## src/rtl/prod_accumulator.sv

```systemverilog
// Saturating accumulator that sums COUNT unsigned multiplier products per result
// and hands the sum plus a sticky overflow flag downstream over valid/ready.
module prod_accumulator #(
   parameter int P_W   = 8,
   parameter int ACC_W = 12,
   parameter int COUNT = 4
) (
   input  logic                         clk,
   input  logic                         rst_n,
   input  logic                         clear,
   input  logic                         in_valid,
   output logic                         in_ready,
   input  logic [P_W-1:0]               in_p,
   output logic                         out_valid,
   input  logic                         out_ready,
   output logic [ACC_W-1:0]             out_sum,
   output logic                         out_ovf,
   output logic [$clog2(COUNT+1)-1:0]   beat_cnt
);

   localparam int CW = $clog2(COUNT+1);

   typedef enum logic {ACCUM, DONE} state_t;

   state_t           state_q, state_d;
   logic [ACC_W-1:0] acc_q, acc_d;
   logic [ACC_W-1:0] out_sum_q, out_sum_d;
   logic [CW-1:0]    cnt_q, cnt_d;
   logic             ovf_q, ovf_d;
   logic             out_valid_q, out_valid_d;
   logic             out_ovf_q, out_ovf_d;

   logic [ACC_W:0]   sum_ext;
   logic [ACC_W-1:0] sum_sat;
   logic             accept;
   logic             last;

   function automatic logic [ACC_W-1:0] sat_acc(input logic [ACC_W:0] s);
      if (s[ACC_W]) return {ACC_W{1'b1}};
      else          return s[ACC_W-1:0];
   endfunction

   assign in_ready = (state_q == ACCUM);
   assign accept   = in_valid && in_ready;
   assign sum_ext  = {1'b0, acc_q} + {{(ACC_W+1-P_W){1'b0}}, in_p};
   assign sum_sat  = sat_acc(sum_ext);
   assign last     = (cnt_q == CW'(COUNT-1));

   always_comb begin
      state_d     = state_q;
      acc_d       = acc_q;
      cnt_d       = cnt_q;
      ovf_d       = ovf_q;
      out_valid_d = out_valid_q;
      out_sum_d   = out_sum_q;
      out_ovf_d   = out_ovf_q;
      // clear wins over any beat or handshake in the same cycle
      if (clear) begin
         state_d     = ACCUM;
         acc_d       = '0;
         cnt_d       = '0;
         ovf_d       = 1'b0;
         out_valid_d = 1'b0;
      end else begin
         case (state_q)
            ACCUM: begin
               if (accept) begin
                  acc_d = sum_sat;
                  ovf_d = ovf_q | sum_ext[ACC_W];
                  cnt_d = cnt_q + CW'(1);
                  if (last) begin
                     state_d     = DONE;
                     out_sum_d   = sum_sat;
                     out_ovf_d   = ovf_q | sum_ext[ACC_W];
                     out_valid_d = 1'b1;
                  end
               end
            end
            DONE: begin
               if (out_ready) begin
                  state_d     = ACCUM;
                  acc_d       = '0;
                  cnt_d       = '0;
                  ovf_d       = 1'b0;
                  out_valid_d = 1'b0;
               end
            end
            default: state_d = ACCUM;
         endcase
      end
   end

   always_ff @(posedge clk or negedge rst_n) begin
      if (!rst_n) begin
         state_q     <= ACCUM;
         acc_q       <= '0;
         cnt_q       <= '0;
         ovf_q       <= 1'b0;
         out_valid_q <= 1'b0;
         out_sum_q   <= '0;
         out_ovf_q   <= 1'b0;
      end else begin
         state_q     <= state_d;
         acc_q       <= acc_d;
         cnt_q       <= cnt_d;
         ovf_q       <= ovf_d;
         out_valid_q <= out_valid_d;
         out_sum_q   <= out_sum_d;
         out_ovf_q   <= out_ovf_d;
      end
   end

   assign out_valid = out_valid_q;
   assign out_sum   = out_sum_q;
   assign out_ovf   = out_ovf_q;
   assign beat_cnt  = cnt_q;

endmodule

```

## config.mk

```make
export PLATFORM = sky130hd
export DESIGN_NAME = prod_accumulator
export DESIGN_NICKNAME = d
export VERILOG_FILES = /design/src/rtl/prod_accumulator.sv
export SDC_FILE = /design/constraint.sdc
export NUM_CORES = 1
export LEC_CHECK = 0
export ABC_AREA = 1
export CAP_MARGIN = 20
export CORE_MARGIN = 8
export CORE_UTILIZATION = 53
export CTS_CLUSTER_SIZE = 28
export DETAILED_ROUTE_END_ITERATION = 8
export PLACE_DENSITY = 0.79
export SLEW_MARGIN = 20
export SYNTH_ARGS = -nofsm -noshare
export SYNTH_HDL_FRONTEND = slang
export SYNTH_SLANG_ARGS = --single-unit
```

## constraint.sdc

```tcl
create_clock -name clk -period 2 [get_ports clk]
set_input_delay 0.3 -clock clk [delete_from_list [all_inputs] [get_ports clk]]
set_output_delay 0.3 -clock clk [all_outputs]
set_load 0.05 [all_outputs]
```

# [After elaboration in Yosys (flattened, before gate mapping)]
# Cells that the tools add are included.
[totals] elab_cells=42 inputBits=13 register_bits=31 output_inout_bits=18
[classes] n_eq_ne=4 n_mux=22 reduce_logical=4 addsub=2 n_bitwise=3
[ops] cell="2-to-1 mux 12 bit" count=4
[ops] cell="case mux 12 bit (2 select lines)" count=1
[ops] cell="adder 12 x 8 -> 13 bit" count=1
[ops] cell="2-to-1 mux 1 bit" count=10
[ops] cell="2-to-1 mux 3 bit" count=3
[ops] cell="inequality test 3 x 2 -> 1 bit, second input constant" count=2
[ops] cell="case mux 1 bit (2 select lines)" count=3
[ops] cell="case mux 3 bit (2 select lines)" count=1
[ops] cell="AND reduction 4 bit" count=1
[ops] cell="adder 3 x 1 -> 3 bit, second input constant" count=1
[ops] cell="== test 3 x 2 -> 1 bit, second input constant" count=1
[ops] cell="inequality test 3 bit, second input constant" count=1
[ops] cell="AND reduction 3 bit" count=1
[ops] cell="NOT 1 bit" count=2
[ops] cell="AND reduction 2 bit" count=1
[ops] cell="logical AND 1 bit" count=1
[ops] cell="OR 1 bit" count=1

# [Logic depth before layout (Yosys ltp)]
# Gate-level depths: netlist (run 1).
[depth] ltp_word=5 ltp_mapped=13 depth_no_buf=12

# [Worst setup path after synthesis (run 1)]
# No wires, ideal clock.
[synth_timing] kind="register to register" startpoint="register acc_q[0]" endpoint="register out_sum_q[10] (netlist: out_sum[10])" setup_time_ns=0.118 synth_period_minus_slack_ns=1.830 required_ns=1.882 path_slack_ns=0.170 stages_incl_launch_ff=14 arrival_time_ns=1.712 path_buffers=1 cell_sequence="dfrtp_1 -> ha_1 -> fa_1 -> nand2_1 -> inv_1 -> nand2_1 -> nand2_2 -> nand2_2 -> nand2_2 -> nand2_2 -> buf_6 -> nand3_2 -> nand2_1 -> nand2_1"
[synth_via] elab_chain_len=2
[synth_rtl] item="from (decl)" line="26" rtl="logic [ACC_W-1:0] acc_q, acc_d;"
[synth_rtl] item="from (signal assigned)" line="96" rtl="acc_q <= '0;"
[synth_rtl] item="from (signal assigned)" line="104" rtl="acc_q <= acc_d;"
[synth_rtl] item="adder 12 x 8 -> 13 bit" line="45" rtl="assign sum_ext = {1'b0, acc_q} + {{(ACC_W+1-P_W){1'b0}}, in_p};"
[synth_rtl] item="2-to-1 mux 12 bit" line="39" rtl="if (s[ACC_W]) return {ACC_W{1'b1}};"
[synth_rtl] item="to (signal assigned)" line="108" rtl="out_sum_q <= out_sum_d;"
[synth_rtl] item="to (decl)" line="27" rtl="logic [ACC_W-1:0] out_sum_q, out_sum_d;"
# No other way between the ends.
# A chain may end at the register's enable or synchronous reset.

# [Worst setup path in the final report (run 1)]
[layout_timing] startpoint="register state_q" endpoint="output in_ready"
[layout_via] elab_chain_len=1
[layout_rtl] item="from (decl)" line="25" rtl="state_t state_q, state_d;"
[layout_rtl] item="from (signal assigned)" line="103" rtl="state_q <= state_d;"
[layout_rtl] item="NOT 1 bit (no line)"
[layout_rtl] item="to (decl)" line="12" rtl="output logic in_ready,"
# No other way between the ends.

==> metrics.md, run 1 <==
| Metric | Value |
|---|---|
| CTS buffer count | 5 |
| Skew-Pair Late Insertion Delay | 0.34 ns |
| Slew headroom | 0.665 |
| Post-synth EDFFs | 0 |
| WL final | 4.50 mm |
| Overall routing resource usage | 0.173 |
| Buffers on Ports | 30 |
| Share of cells above drive strength 1 | 0.163 |
| Crit Path Category | reg -> out |
| Flops & latches, synth | 31 |
| PwrDens | 829 nW/µm² |
| Dpl cells | 349 |
| Clock root cell | clkbuf_4 |
| Post-route design area | around 2500 µm² |
| Multi-input gate area | around 960 µm² |
| Final Hold Fails | 0 |
| Initial antenna violation count | 0 |
| Setup TNS | 0 ns |
| Num rows | 21 |
| Pre-CTS WS | -0.318 ns |
| Tmin final | 1.89 ns |
| Worst-Margin Slew | between 0.5 and 0.6 ns |
| Top cells by area, synth | dfrtp_1, nand2_1, ha_1, inv_1, nand2_2 |
| Post-Syn Nets | 280 |
| First-pass GRT wire length | 7.47 mm |
| Synth Area per Inst | 7.31 µm² |
| H-tree level count | 2 |
| Most common cell in the netlist | nand2_1 |
| Top cell type's share of synthesized area | 0.414 |
| Synth-to-Final Area Change | 32.8% |
| Antenna-violating nets left | 0 |
| F_max | 529 MHz |
| Critical path required time | about 1.7 ns |
| Final HPWL DP | around 3.3 mm |
| Worst-path clk slew | 0.10 ns |
| Status | finished, final reports clean |
| Crit end category | output pin |
| Synth area leader | dfrtp_1 |
| Number of global-route vias before repair | 1,724 |
| Maximum root-to-sink buffer count | 2 |
| RSZ-0062 raised after global routing | false |
| Routed WL per cell | 12.5 µm |
| Hold slack final | between 0.3 and 0.4 ns |
| GP Congestion | 0.955 |
| Setup Skew | 0.0142 ns |
| N_diodes | 0 |
| Largest fanout on the critical path | 3 |
| Full die area | 5690 µm² |
| DR pass1 iterations | 4 |
| Share of synthesized registers carrying an async set or reset | 1.00 |
| Sequential cell area fraction in the yosys report | 0.414 |
| DR iter-0 viols | 102 |
| Layout Cells excl Fill | 359 |
| GR Overflow Total | 0 |
| Ports | 31 |
| Placeable Area | 3360 µm² |
| Leak pwr | 1.39 nW |
| DP Area | 2360 µm² |
| Nets | between 300 and 400 |
| Die Wd | approximately 75 µm |
| Startpoint types | flip-flop |
| WP data arrival | 1.59 ns |
| HP Class | in -> async |
| Cell Area, Synth | 1870 µm² |
| Initial Utilization | 0.557 |
| Fin. max-slew vios | 0 |
| Fillers | 296 |
| Fin crit share | 0.945 |
| Synthesized instance count | 256 |
| Clk sinks | 31 |
| Ys flop type | dfrtp_1 |
| CTS tree | yes |
| Max cap viols | 0 |
| Worst setup margin | 0.109 ns |
| Unique cell type count in the Yosys netlist | 27 |
| Setup violations, final | 0 |
| Synth warn | 0 |
| Die height | approximately 75 µm |
| Largest net degree at the start of global routing | 32 |
| Remaining DRCs | 0 |
| Vias | 1,769 |
| Reg area | 776 µm² |
| Vias per Instance | 4.93 |
| Synth cell count leaders | nand2_1, dfrtp_1, inv_1 |
| Maximum vdd drop | 0.000470 V |
## metrics by stage
| step | util | power [mW] |
|---|---|---|
| floorplan | - | 1.19 |
| global placement | 0.702 | 1.45 |
| detailed placement | 0.702 | 1.46 |
| CTS | 0.732 | 2.07 |
| global route | 0.739 | 2.17 |
| finish | 0.739 | 2.06 |
## registers in the layout, summed over array words and instances (netlist names)
signal and cells:
out_ovf 1, out_valid 1, beat_cnt 3, acc_q 12, state_q 1, ovf_q 1
out_sum 12
## metal layers
| metal | up-vias | global-route usage | wire length [µm] |
|---|---|---|---|
| met5 | - | 0 | 0 |
| met4 | 0 | 0.0618 | 80 |
| li1 | 901 | - | - |
| met1 | 823 | 0.204 | 1990 |
| met3 | 9 | 0.0487 | 225 |
| met2 | 36 | 0.291 | 2200 |
## what timing repair did
action | 4_1_cts | 5_1_grt
setup buffers | 0 | 2
endpoints found under the setup margin | 0 | 24
resized for setup | 0 | 3
hold buffers | 0 | 0
## final cells by class
cell class / count / area share
Clock inverter: 2 / 0.0242
Sequential cell: 31 / 0.312
Tap cell: 46 / 0.0232
Multi-Input combinational cell: 190 / 0.386
Inverter: 30 / 0.0453
Clock buffer: 6 / 0.0166
Timing Repair Buffer: 54 / 0.193
## worst max-delay path, stage by stage, from the launching register on
cell	delay [ns]
dfrtp_1	0.41
inv_1	0.06
clkdlybuf4s50_1	0.79
## placed cells by master, fill, tap and decap left out
cell             Yosys  final
a21oi_2              1      1
o21bai_1             1      1
nand4_1              4      4
inv_2                2      2
a22o_1               1      1
ha_1                10      9
xor2_1               1      1
nand3_2              2      2
nor2_2               1      1
nand2_4              0      1
clkdlybuf4s50_1      0     30
clkbuf_1             1      1
nand2_2             11     10
a31oi_1              1      1
nand2_1            118    118
clkbuf_4             0      5
o21ai_0              5      5
dfrtp_1             31     31
bufinv_16            0      2
nor2_1              14     14
buf_4                2     24
o211ai_2             1      1
o22ai_1              1      1
fa_2                 0      1
o21ai_1              1      1
inv_1               28     28
ha_2                 0      1
nand3_1             10     10
a21boi_0             3      3
xnor2_1              3      3
## cell families (layout without fill, tap and decap cells)
group                      Yosys count  in the layout  synth area share
and+or+nand+nor                    160            160             0.356
adders and majority gates           11             11            0.0775
xor gates and xnor gates             4              4            0.0187
AOI/OAI and AO/OA                   15             15            0.0548
buffers and inverters               35             92            0.0789
DFF                                 31             31             0.414
## final timing paths
check                           slack (ns)                      end              startpoint  depth (start not counted)
worst min-delay path                  0.35     acc_q[9]$_DFFE_PN0P_                   rst_n                          2
min in group clk                      0.48   out_sum[4]$_DFFE_PN0P_  out_sum[4]$_DFFE_PN0P_                          2
max in group asynchronous             1.36    acc_q[10]$_DFFE_PN0P_                   rst_n                          2
worst max register to register        0.14  out_sum[10]$_DFFE_PN0P_    acc_q[0]$_DFFE_PN0P_                         13
worst min register to register        0.48   out_sum[4]$_DFFE_PN0P_  out_sum[4]$_DFFE_PN0P_                          2
worst max-delay path                  0.11                 in_ready       state_q$_DFF_PN0_                          2
## where the power goes
part / total [mW] / internal, mW / leakage, nW / switching, mW
Clock: 0.609 / 0.390 / 0.0525 / 0.219
Sequential: 0.745 / 0.696 / 0.421 / 0.0490
Combinational: 0.707 / 0.277 / 0.914 / 0.429
(Power assumes the default switching activity.)
==> run 2: changes to the inputs <==
- CORE_UTILIZATION: 53 -> 57
- PLACE_DENSITY: 0.79 -> 0.85
- clock period: 2 -> 2.2 ns (I/O delays scaled with it)
==> run 2 against run 1 <==
  * Critical endpoint is now out_sum[5]$_DFFE_PN0P_
  * Clock power shrank 31%
  * Final area shrank 4.9%
  * Sequential share of layout area grew 1.6 points
==> metrics.md, run 2 (same netlist as run 1, synthesis figures left out) <==
| Metric | Value |
|---|---|
| Seq pwr share | 0.397 (+0.035) |
| Reg2reg path depth | 13 (unchanged) |
| Placeable Area | 3230 µm² (-3.9%) |
| Setup violations, final | 0 (unchanged) |
| Worst r2r src | acc_q[0]$_DFFE_PN0P_ |
| Worst-Margin Slew | 0.511 ns (+0.00974 ns) |
| Routed WL per cell | 12.5 µm (-0.57%) |
| Leak pwr | 1.31 nW (-5.6%) |
| Power share of the combinational group | 0.355 (+0.012) |
| Tmin final | approximately 2.0 ns |
| Antenna-violating nets left | 0 (unchanged) |
| Maximum vdd drop | 0.000422 V (-10%) |
| Vias per Instance | 5.00 (+1.4%) |
| Initial antenna violation count | 0 (unchanged) |
| Overall routing resource usage | 0.177 (+0.00382) |
| Startpoint types | primary input |
| Worst-path clk slew | 0.10 ns (about the same) |
| WP data arrival | 2.18 ns (+0.59 ns) |
| CTS buffer count | 5 (unchanged) |
| Fillers | 281 (-5.1%) |
| Clk pwr share | 0.249 (-0.047) |
| Initial Utilization | 0.579 (+0.0226) |
| Slowest stage delay, CP | 0.40 ns (-0.39 ns) |
| Ports | 31 (unchanged) |
| Layout Cells excl Fill | 347 (-3.3%) |
| Dpl cells | 340 (-2.6%) |
| CTS tree | yes |
| Setup Skew | 0.0128 ns (-0.00139 ns) |
| Vias | 1,734 (-2.0%) |
| DR pass1 iterations | 4 (unchanged) |
| First-pass GRT wire length | 7.33 mm (-1.9%) |
| H-tree level count | 2 (unchanged) |
| P_sw | 612 µW (-12%) |
| Fin crit share | 0.889 |
| Fin. max-slew vios | 0 (unchanged) |
| Total Power | 1.70 mW (-18%) |
| GP Congestion | 0.903 (-5.4%) |
| GR Overflow Total | 0 (unchanged) |
| Crit Path Category | in -> reg |
| Slew headroom | 0.658 (-0.00651) |
| WL final | 4.32 mm (-3.9%) |
| Skew-Pair Late Insertion Delay | 0.33 ns (about the same) |
| Max cap viols | 0 (unchanged) |
| Final Hold Fails | 0 (unchanged) |
| N_diodes | 0 (unchanged) |
| Die Wd | 73.3 µm (-2.8%) |
| RSZ-0062 raised after global routing | false |
| Net switching share of the total power | 0.361 (+0.0224) |
| Num rows | 21 (unchanged) |
| Crit end category | flip-flop |
| Crit-path leading delay family | buffers and inverters |
| Post-CTS Setup Repair Bufs | 0 (unchanged) |
| Largest net degree at the start of global routing | 32 (unchanged) |
| Clk sinks | 31 (unchanged) |
| Slowest CP cell | clkdlybuf4s50_1 |
| Share of cells above drive strength 1 | 0.123 (-0.0400) |
| Commonest non-fill, non-tap cell in the layout | nand2_1 |
| Most frequent cells in the layout | nand2_1, dfrtp_1, clkdlybuf4s50_1, inv_1, nor2_1 |
| F_max | 511 MHz |
| Die height | 73.3 µm (-2.8%) |
| Synth-to-Final Area Change | 26.3% |
| Critical path required time | 2.42 ns (+0.72 ns) |
| Clock root cell | clkbuf_4 |
| Buffers on Ports | 30 (unchanged) |
| DR iter-0 viols | 67 (-34%) |
| Maximum root-to-sink buffer count | 2 (unchanged) |
| FF-to-FF End | out_sum[5]$_DFFE_PN0P_ |
| PwrDens | 718 nW/µm² (-13%) |
| Status | finished, final reports clean |
| Nets | 325 (-3.3%) |
| HP Class | in -> async |
| P_int | 1.09 mW (-20%) |
| Final HPWL DP | 3.27 mm (-1.4%) |
| WP buf/inv | 3 (+1) |
| FF-to-FF setup slack | 0.27 ns (+0.13 ns) |
| Number of global-route vias before repair | 1,673 (-3.0%) |
| Remaining DRCs | 0 (unchanged) |
| Multi-input gate area | 948 µm² (-1.0%) |
| Largest fanout on the critical path | 7 (+4) |
| Reg area | 776 µm² (unchanged) |
| Full die area | 5370 µm² (-5.6%) |
| CP dominant cell by count | nand2_2 |
| Cell Chain, Critical Path | clkdlybuf4s50_1, ha_1, fa_1, nand2_1, inv_1, nand2_1, nand2_2, nand2_2, nand2_2, nand2_2, buf_4, nand2_2, nand2_1, nand2_1 |
## run 2: changes by cell type in the layout (fill, tap and decap cells not counted), sizes merged
cell / previous run / this run
buf: 24 / 13
bufinv: 2 / 1
## run 2: repair_timing
action | in CTS | in global routing
resized for setup | 0 | 1
hold endpoints to repair | 0 | 0
endpoints found under the setup margin | 0 | 2
hold buffers | 0 | 0
## run 2: layout make-up
| class | count | share of cell area |
|---|---|---|
| inverters | 30 | 0.0476 |
| multi-input cells | 190 | 0.401 |
| well taps | 46 | 0.0244 |
| repair buffers | 43 | 0.168 |
| flip-flops and latches | 31 | 0.328 |
| clock inverters | 1 | 0.0127 |
| clock buffers | 6 | 0.0175 |
## run 2: power by group through the flow
stage | clock network, mW | registers, mW | logic [mW]
floorplan | 0 | 0.830 | 0.254
CTS | 0.432 | 0.675 | 0.606
finish | 0.422 | 0.673 | 0.602
global route | 0.449 | 0.683 | 0.659
detailed placement | 0 | 0.685 | 0.601
global placement | 0 | 0.682 | 0.594
## run 2: metrics by stage
step                      hold slack [ns]  TNS (ns)   util  worst slack, ns  cell area [µm²]
after CTS                           0.400         0  0.731            0.162             2360
after floorplan                    0.0344         0      -            0.370             1870
final                               0.381         0  0.731            0.243             2360
after global placement              0.461    -0.836  0.709           -0.148             2290
after detailed placement            0.464     -1.87  0.709           -0.183             2290
after global routing                0.424         0  0.731           0.0857             2360
## run 2: worst reg2reg max path, stage by stage (launching register included)
cell and delay, ns:
dfrtp_1 0.39, ha_1 0.21, fa_1 0.39, nand2_1 0.08
inv_1 0.05, nand2_1 0.06, nand2_2 0.06, nand2_2 0.06
nand2_2 0.06, nand2_2 0.12, buf_4 0.18, nand2_2 0.07
nand2_1 0.07, nand2_1 0.04
## run 2: worst max path at each step
stage | from | end | slack (ns) | depth (start not counted)
after floorplan | acc_q[0]$_DFFE_PN0P_ | out_sum[10]$_DFFE_PN0P_ | 0.37 | 13
after global placement | in_p[0] | acc_q[6]$_DFFE_PN0P_ | -0.15 | 13
after detailed placement | in_p[0] | acc_q[6]$_DFFE_PN0P_ | -0.18 | 13
after CTS | in_p[0] | acc_q[6]$_DFFE_PN0P_ | 0.16 | 13
after global routing | in_p[0] | out_sum[6]$_DFFE_PN0P_ | 0.09 | 13
final | in_p[0] | out_sum[5]$_DFFE_PN0P_ | 0.24 | 14
## run 2: metal layers
| metal | part of all wire | up-vias | track usage |
|---|---|---|---|
| met2 | 0.48 | 46 | 0.312 |
| li1 | - | 881 | - |
| met4 | 0.023 | 0 | 0.0732 |
| met3 | 0.051 | 15 | 0.0437 |
| met1 | 0.44 | 792 | 0.196 |
| met5 | 0 | - | 0 |
